<file path="src/rtl/vga_fb_pkg.sv">
// Shared constants, state encoding and address helper for the
// 80x60 framebuffer writer path.
package vga_fb_pkg;

   localparam int COLS  = 80;
   localparam int ROWS  = 60;
   localparam int XW    = 7;
   localparam int YW    = 6;
   localparam int FB_AW = XW + YW;

   localparam logic [XW-1:0] X_MAX = XW'(COLS - 1);
   localparam logic [YW-1:0] Y_MAX = YW'(ROWS - 1);

   typedef enum logic [1:0] {
      ST_IDLE  = 2'd0,
      ST_SETUP = 2'd1,
      ST_DRAW  = 2'd2,
      ST_DONE  = 2'd3
   } state_t;

   function automatic logic [FB_AW-1:0] fb_addr(
      input logic [YW-1:0] y,
      input logic [XW-1:0] x
   );
      return {y, x};
   endfunction

endpackage

</file>
<file path="src/rtl/vga_rect_engine_if.sv">
// Command and framebuffer write port bundle of the rectangle engine.
// master = MCU/bench side, slave = engine side.
interface vga_rect_engine_if;
   import vga_fb_pkg::*;

   logic             START;
   logic [XW-1:0]    X0;
   logic [YW-1:0]    Y0;
   logic [XW-1:0]    X1;
   logic [YW-1:0]    Y1;
   logic [7:0]       COLOR;
   logic             OUTLINE;
   logic             STALL;
   logic [FB_AW-1:0] WA;
   logic [7:0]       WD;
   logic             WE;
   logic             BUSY;
   logic             DONE;

   modport master (
      output START, X0, Y0, X1, Y1,
      output COLOR, OUTLINE, STALL,
      input  WA, WD, WE, BUSY, DONE
   );

   modport slave (
      input  START, X0, Y0, X1, Y1,
      input  COLOR, OUTLINE, STALL,
      output WA, WD, WE, BUSY, DONE
   );

endinterface

</file>
<file path="src/rtl/vga_rect_cursor.sv">
// Raster cursor over a clipped rectangle; in outline mode interior
// rows visit only the left and right columns.
module vga_rect_cursor
   import vga_fb_pkg::*;
(
   input  logic          i_clk,
   input  logic          i_rst_n,
   input  logic          i_load,
   input  logic          i_step,
   input  logic          i_outline,
   input  logic [XW-1:0] i_xl,
   input  logic [XW-1:0] i_xr,
   input  logic [YW-1:0] i_yt,
   input  logic [YW-1:0] i_yb,
   output logic [XW-1:0] o_x,
   output logic [YW-1:0] o_y,
   output logic          o_last
);

   logic [XW-1:0] r_x;
   logic [YW-1:0] r_y;
   logic          w_row_end;
   logic          w_edge_row;
   logic          w_jump;

   assign w_row_end  = (r_x == i_xr);
   assign w_edge_row = (r_y == i_yt) || (r_y == i_yb);
   // row end wins so a one-column outline still steps down
   assign w_jump     = i_outline && !w_edge_row &&
                       (r_x == i_xl) && !w_row_end;
   assign o_last     = w_row_end && (r_y == i_yb);
   assign o_x        = r_x;
   assign o_y        = r_y;

   always_ff @(posedge i_clk or negedge i_rst_n) begin
      if (!i_rst_n) begin
         r_x <= '0;
         r_y <= '0;
      end else if (i_load) begin
         r_x <= i_xl;
         r_y <= i_yt;
      end else if (i_step) begin
         unique case (1'b1)
            w_row_end: begin
               r_x <= i_xl;
               r_y <= r_y + 1'b1;
            end
            w_jump:  r_x <= i_xr;
            default: r_x <= r_x + 1'b1;
         endcase
      end
   end

endmodule

</file>
<file path="src/rtl/vga_rect_engine.sv">
// Rectangle draw engine: captures a command, clips/sorts corners and
// emits one framebuffer write per unstalled cycle.
module vga_rect_engine
   import vga_fb_pkg::*;
(
   input  logic               CLK,
   input  logic               RST_N,
   vga_rect_engine_if.slave   bus
);

   state_t        r_state;
   logic [XW-1:0] r_x0;
   logic [XW-1:0] r_x1;
   logic [YW-1:0] r_y0;
   logic [YW-1:0] r_y1;
   logic [7:0]    r_color;
   logic          r_outline;

   logic [XW-1:0] w_cx0;
   logic [XW-1:0] w_cx1;
   logic [YW-1:0] w_cy0;
   logic [YW-1:0] w_cy1;
   logic [XW-1:0] w_xl;
   logic [XW-1:0] w_xr;
   logic [YW-1:0] w_yt;
   logic [YW-1:0] w_yb;
   logic [XW-1:0] w_x;
   logic [YW-1:0] w_y;
   logic          w_last;
   logic          w_we;
   logic          w_load;
   logic          w_step;

   // captured corners stay stable, so clip/sort can stay combinational
   assign w_cx0 = (r_x0 > X_MAX) ? X_MAX : r_x0;
   assign w_cx1 = (r_x1 > X_MAX) ? X_MAX : r_x1;
   assign w_cy0 = (r_y0 > Y_MAX) ? Y_MAX : r_y0;
   assign w_cy1 = (r_y1 > Y_MAX) ? Y_MAX : r_y1;

   assign w_xl = (w_cx0 < w_cx1) ? w_cx0 : w_cx1;
   assign w_xr = (w_cx0 < w_cx1) ? w_cx1 : w_cx0;
   assign w_yt = (w_cy0 < w_cy1) ? w_cy0 : w_cy1;
   assign w_yb = (w_cy0 < w_cy1) ? w_cy1 : w_cy0;

   assign w_load = (r_state == ST_SETUP);
   assign w_we   = (r_state == ST_DRAW) && !bus.STALL;
   assign w_step = w_we && !w_last;

   vga_rect_cursor u_cursor (
      .i_clk     (CLK),
      .i_rst_n   (RST_N),
      .i_load    (w_load),
      .i_step    (w_step),
      .i_outline (r_outline),
      .i_xl      (w_xl),
      .i_xr      (w_xr),
      .i_yt      (w_yt),
      .i_yb      (w_yb),
      .o_x       (w_x),
      .o_y       (w_y),
      .o_last    (w_last)
   );

   always_ff @(posedge CLK or negedge RST_N) begin
      if (!RST_N) begin
         r_state   <= ST_IDLE;
         r_x0      <= '0;
         r_x1      <= '0;
         r_y0      <= '0;
         r_y1      <= '0;
         r_color   <= '0;
         r_outline <= 1'b0;
      end else begin
         case (r_state)
            ST_IDLE: begin
               if (bus.START) begin
                  r_x0      <= bus.X0;
                  r_x1      <= bus.X1;
                  r_y0      <= bus.Y0;
                  r_y1      <= bus.Y1;
                  r_color   <= bus.COLOR;
                  r_outline <= bus.OUTLINE;
                  r_state   <= ST_SETUP;
               end
            end
            ST_SETUP: r_state <= ST_DRAW;
            ST_DRAW: begin
               if (w_we && w_last) r_state <= ST_DONE;
            end
            ST_DONE: r_state <= ST_IDLE;
            default: r_state <= ST_IDLE;
         endcase
      end
   end

   assign bus.WE   = w_we;
   assign bus.WA   = w_we ? fb_addr(w_y, w_x) : '0;
   assign bus.WD   = w_we ? r_color : '0;
   assign bus.BUSY = (r_state == ST_SETUP) ||
                     (r_state == ST_DRAW);
   assign bus.DONE = (r_state == ST_DONE);

endmodule

</file>
<file path="src/flat_wrapper.sv">
// flat-port wrapper written by rule: the top's interface ports become plain ports
module vga_rect_engine_flat import vga_fb_pkg::*;
  (CLK, RST_N, bus_START, bus_X0, bus_Y0, bus_X1, bus_Y1, bus_COLOR, bus_OUTLINE, bus_STALL, bus_WA, bus_WD, bus_WE, bus_BUSY, bus_DONE);
  vga_rect_engine_if bus_i ();
  input  logic CLK;
  input  logic RST_N;
  input wire logic [$bits(bus_i.START)-1:0] bus_START;
  input wire logic [$bits(bus_i.X0)-1:0] bus_X0;
  input wire logic [$bits(bus_i.Y0)-1:0] bus_Y0;
  input wire logic [$bits(bus_i.X1)-1:0] bus_X1;
  input wire logic [$bits(bus_i.Y1)-1:0] bus_Y1;
  input wire logic [$bits(bus_i.COLOR)-1:0] bus_COLOR;
  input wire logic [$bits(bus_i.OUTLINE)-1:0] bus_OUTLINE;
  input wire logic [$bits(bus_i.STALL)-1:0] bus_STALL;
  output wire logic [$bits(bus_i.WA)-1:0] bus_WA;
  output wire logic [$bits(bus_i.WD)-1:0] bus_WD;
  output wire logic [$bits(bus_i.WE)-1:0] bus_WE;
  output wire logic [$bits(bus_i.BUSY)-1:0] bus_BUSY;
  output wire logic [$bits(bus_i.DONE)-1:0] bus_DONE;
  assign bus_i.START = bus_START;
  assign bus_i.X0 = bus_X0;
  assign bus_i.Y0 = bus_Y0;
  assign bus_i.X1 = bus_X1;
  assign bus_i.Y1 = bus_Y1;
  assign bus_i.COLOR = bus_COLOR;
  assign bus_i.OUTLINE = bus_OUTLINE;
  assign bus_i.STALL = bus_STALL;
  assign bus_WA = bus_i.WA;
  assign bus_WD = bus_i.WD;
  assign bus_WE = bus_i.WE;
  assign bus_BUSY = bus_i.BUSY;
  assign bus_DONE = bus_i.DONE;
  vga_rect_engine u_core (.CLK(CLK), .RST_N(RST_N), .bus(bus_i));
endmodule
</file>
<file path="config.mk">
export PLATFORM = sky130hd
export DESIGN_NAME = vga_rect_engine_flat
export DESIGN_NICKNAME = d
export VERILOG_FILES = /design/src/rtl/vga_fb_pkg.sv /design/src/rtl/vga_rect_engine_if.sv /design/src/rtl/vga_rect_cursor.sv /design/src/rtl/vga_rect_engine.sv /design/src/flat_wrapper.sv
export SDC_FILE = /design/constraint.sdc
export NUM_CORES = 1
export LEC_CHECK = 0
export CAP_MARGIN = 0
export CELL_PAD_IN_SITES_DETAIL_PLACEMENT = 1
export CELL_PAD_IN_SITES_GLOBAL_PLACEMENT = 2
export CORE_MARGIN = 2
export CORE_UTILIZATION = 29
export CTS_BUF_LIST = sky130_fd_sc_hd__clkbuf_8 sky130_fd_sc_hd__clkbuf_16
export CTS_CLUSTER_SIZE = 25
export DETAILED_ROUTE_END_ITERATION = 8
export GPL_TIMING_DRIVEN = 0
export PLACE_DENSITY = 0.81
export REMOVE_ABC_BUFFERS = 1
export SYNTH_ARGS = -nofsm -noshare
export SYNTH_HDL_FRONTEND = slang
export SYNTH_SLANG_ARGS = --single-unit
export TNS_END_PERCENT = 10
</file>
<file path="constraint.sdc">
create_clock -name CLK -period 5.2 [get_ports CLK]
set_clock_uncertainty 0.1 [all_clocks]
set_input_delay 1.04 -clock CLK [delete_from_list [all_inputs] [get_ports CLK]]
set_output_delay 1.04 -clock CLK [all_outputs]
set_load 0.02 [all_outputs]
</file>
==> flow_summary.rst <==
.. list-table::
   :header-rows: 1

   * - Metric
     - Value
   * - Outcome
     - complete, no violations
   * - Worst path slowest cell
     - sky130_fd_sc_hd__nor4_4
   * - Standard cell core area
     - 12700 µm²
   * - Cell at the root of the clock tree
     - sky130_fd_sc_hd__clkbuf_16
   * - Maximum number of pins on one net before global-route repair
     - 36
   * - Clock net sink count
     - 50
   * - Share of post-route cells with drive strength above 1
     - 15.4%
   * - Ys flop type
     - sky130_fd_sc_hd__dfrtp_1
   * - Total grt overflow
     - 0
   * - Cell type with the highest occurrence count on the critical path
     - sky130_fd_sc_hd__a221o_1
   * - Critical-path maximum fanout
     - 13
   * - Worst reg2reg path depth
     - 14
   * - Weighted congestion at the end of routability-driven global placement
     - 0.868
   * - Total length of routed wires
     - 10400 µm
   * - Worst min path class
     - register to register
   * - Overall via count from detail_route
     - 3139
   * - Clk_lat worst skew
     - 0.29 ns
   * - Die area
     - 14100 µm²
   * - Storage element area
     - 1250 µm²
   * - Slack of the critical path
     - 0.479 ns
   * - Unrepaired setup endpoints after global routing
     - no
   * - Crit path depth
     - 14
   * - Count of mapped cells out of synthesis
     - 393
   * - Number of buffers inserted during clock tree synthesis
     - 5
   * - Total Negative Setup Slacks
     - 0 ns
   * - Sequential cell area fraction in the yosys report
     - 32.8%
   * - Worst reg2reg endpoint
     - u_core.u_cursor.o_x[2]
   * - Number of distinct library cells after synthesis
     - 73
   * - Type of the worst setup path
     - register to register
   * - Maximum buffer depth of the clock tree
     - 2
   * - CTS HTree Levels
     - 2
   * - Wire length of the first global-routing pass
     - 17500 µm
   * - Filler Cell Count
     - 1497
   * - Number of port buffers
     - 62
   * - Hold buffers post-CTS
     - 0
   * - Die outline height
     - 119 µm
   * - Final Cycle Share
     - 90.8%
   * - Per-cell via count in the routed design
     - 5.12
   * - Achievable Freq
     - 212 MHz
   * - Number of pins with negative max-slew slack in the final report
     - 0
   * - Async set or reset register ratio after synthesis
     - 100%
   * - Crit-path cells
     - o21a_1 > nor2_1 > inv_1 > ha_1 > a211o_1 > a221oi_4 > o21a_2 > a211o_2 > o211ai_1 > a221o_1 > nor4_4 > nand2b_2 > o32ai_1 > a221o_1
   * - Capturing element type of the critical path
     - register
   * - Dominant delay contributor by cell family on the critical path
     - compound AO/OA/AOI/OAI gates
   * - Residual DRC count
     - 0
   * - Commonest cells after routing, fill and taps aside
     - sky130_fd_sc_hd__clkdlybuf4s50_1, sky130_fd_sc_hd__dfrtp_1, sky130_fd_sc_hd__mux2_2
   * - Worst Tran Pin Value
     - 0.807 ns
   * - Syn_area_per_cell
     - 9.70 µm²
   * - Total power divided by cell area
     - 745 nW/µm²
   * - Clock slew seen by the registers of the worst setup and hold paths
     - 0.07 ns
   * - Initial antenna violation count
     - 0
   * - R2R setup slack
     - 0.48 ns
   * - Number of endpoints with negative hold slack in the final report
     - 0
   * - Arrival time at the worst endpoint
     - 4.80 ns
   * - Width of the die
     - 119 µm
   * - Combined area of the multi-input logic cells
     - 2340 µm²
   * - Number of warning messages in the yosys log
     - 0
   * - Placement Setup Slack
     - 0.322 ns
   * - Static power due to leakage
     - 1.96 nW
   * - HPWL Detailed
     - 8150 µm
   * - Tot GR Track Use
     - 15.1%
   * - Via count of the first global-routing pass
     - 3427
   * - Starting utilization of the core area
     - 30.0%
   * - Max-cap violation count
     - 0
   * - Cell area after synthesis
     - 3810 µm²
   * - Start point of the critical path
     - u_core.r_x0[6]
   * - Max_slew headroom
     - 46.0%
   * - Pre-Repair DR Iteration Count
     - 4
   * - Util after Layout
     - 37.2%
   * - Most common library cell in the layout ignoring fill and taps
     - sky130_fd_sc_hd__clkdlybuf4s50_1
   * - CP startpoint kind
     - register
   * - Number of endpoints failing setup at the final stage
     - 0
   * - FF+latch count, synth
     - 50
   * - ANT cells
     - 0
   * - Critical path buffer and inverter count
     - 1
   * - Area growth from synthesis to final layout
     - 24.1%
   * - CP Data Required Time
     - 5.28 ns
   * - Largest stage delay on the critical path
     - 0.73 ns
   * - Count of nets left with antenna violations after detail routing
     - 0
   * - Endpoint of the worst setup timing path
     - u_core.u_cursor.o_x[2]
   * - Maximum vdd drop
     - 0.000383 V
   * - TritonCTS clock tree
     - done
   * - Average wire length per cell after detail routing
     - 16.9 µm
   * - Number of DRC violations after detailed-routing iteration 0
     - 95
   * - Final period demand of the worst path
     - 4.72 ns
   * - Net count of the finished layout
     - 497
   * - Count of standard-cell rows
     - 41
   * - Launch instance of the worst register-to-register path
     - u_core.r_x0[6]
   * - # IOs
     - 63
   * - Post-synth EDFFs
     - 0
-- how the worst min path moves through the flow --
stage	start	end	slack [ns]	depth (start not counted)
after detailed placement	u_core.r_color[2]	u_core.r_color[2]	0.39	1
final	u_core.r_color[2]	u_core.r_color[2]	0.40	1
after global placement	u_core.r_color[0]	u_core.r_color[0]	0.38	1
after CTS	u_core.r_color[2]	u_core.r_color[2]	0.41	1
after global routing	u_core.r_color[2]	u_core.r_color[2]	0.43	1
after floorplan	u_core.r_color[0]	u_core.r_color[0]	0.37	1
-- synth_stat cells, types with 2 or more instances --
cell type / instances / area, µm²
sky130_fd_sc_hd__inv_1: 26 / 97.6
sky130_fd_sc_hd__mux2_1: 2 / 22.5
sky130_fd_sc_hd__a41oi_1: 2 / 17.5
sky130_fd_sc_hd__nor2b_1: 7 / 43.8
sky130_fd_sc_hd__buf_4: 3 / 22.5
sky130_fd_sc_hd__nand4_1: 4 / 25.0
sky130_fd_sc_hd__a22oi_1: 2 / 15.0
sky130_fd_sc_hd__o21ai_0: 18 / 90.1
sky130_fd_sc_hd__buf_2: 5 / 25.0
sky130_fd_sc_hd__o22ai_1: 2 / 12.5
sky130_fd_sc_hd__nor4_1: 2 / 12.5
sky130_fd_sc_hd__or3_1: 2 / 12.5
sky130_fd_sc_hd__nand3_1: 10 / 50.1
sky130_fd_sc_hd__a221oi_1: 3 / 26.3
sky130_fd_sc_hd__o211ai_1: 2 / 15.0
sky130_fd_sc_hd__dfrtp_1: 50 / 1250
sky130_fd_sc_hd__o21ai_2: 2 / 17.5
sky130_fd_sc_hd__mux2i_1: 20 / 200
sky130_fd_sc_hd__nor3_1: 3 / 15.0
sky130_fd_sc_hd__mux2_2: 37 / 417
sky130_fd_sc_hd__buf_6: 2 / 22.5
sky130_fd_sc_hd__a21oi_1: 12 / 60.1
sky130_fd_sc_hd__clkbuf_1: 13 / 48.8
sky130_fd_sc_hd__a211oi_1: 5 / 37.5
sky130_fd_sc_hd__xor2_1: 7 / 61.3
sky130_fd_sc_hd__nor2_1: 18 / 67.6
sky130_fd_sc_hd__o32a_1: 2 / 20.0
sky130_fd_sc_hd__ha_1: 18 / 225
sky130_fd_sc_hd__and2_1: 22 / 138
sky130_fd_sc_hd__and4_1: 4 / 35.0
sky130_fd_sc_hd__xnor2_1: 14 / 123
sky130_fd_sc_hd__nand2_1: 24 / 90.1
sky130_fd_sc_hd__a31oi_1: 4 / 25.0
sky130_fd_sc_hd__and3_1: 2 / 12.5
sky130_fd_sc_hd__o21a_1: 5 / 37.5
sky130_fd_sc_hd__a221o_1: 2 / 20.0
-- registers in the layout, indices dropped and copies added, names as in the netlist --
register	cells
u_core.r_color	8
u_core.u_cursor.o_y	6
u_core.r_x1	7
u_core.u_cursor.o_x	7
u_core.r_y0	6
u_core.r_x0	7
u_core.r_y1	6
u_core.r_state	2
u_core.r_outline	1
-- per-stage QoR --
step | hold WS [ns] | cells | area, µm² | total power (W)
6_report | 0.400 | 613 | 4730 | 0.00352
5_1_grt | 0.432 | 613 | 4730 | 0.00385
3_3_place_gp | 0.378 | 602 | 4510 | 0.00306
4_1_cts | 0.407 | 613 | 4720 | 0.00354
3_5_place_dp | 0.389 | 605 | 4570 | 0.00318
2_1_floorplan | 0.371 | 368 | 3670 | 0.00253
-- cell type report --
class	count	area share, %
clock inverters	3	0.450
multi-input cells	292	49.5
repair buffers	65	14.3
inverters	26	2.06
clock buffers	5	2.65
flip-flops and latches	50	26.5
well taps	172	4.55
-- power by group --
group,switching (W),internal [W]
Sequential,0.000284,0.000589
Clock,0.000156,0.000180
Combinational,0.00127,0.00105
Total,0.00171,0.00181
-- kinds of logic (layout without fill, tap and decap cells) --
logic type	after synthesis	after routing	synth area share [%]
and+or+nand+nor	109	109	15.9
AOI/OAI and AO/OA	85	85	17.6
muxes	59	59	16.8
buffers and inverters	51	99	6.17
DFF	50	50	32.8
xor gates and xnor gates	21	21	4.83
adders and majority gates	18	18	5.91
-- per-layer routing --
| layer | global-route usage [%] | routed length, µm | vias up |
|---|---|---|---|
| li1 | - | - | 1505 |
| met1 | 20.2 | 4910 | 1572 |
| met2 | 25.7 | 5000 | 56 |
| met3 | 2.56 | 370 | 6 |
| met4 | 3.13 | 84 | 0 |
| met5 | 0 | 0 | - |
-- what timing repair did --
item,4_1_cts,5_1_grt
endpoints found under the setup margin,0,5
buffers inserted,0,0
resized for setup,0,2
Note: power is estimated with default switching activity, not from simulation.
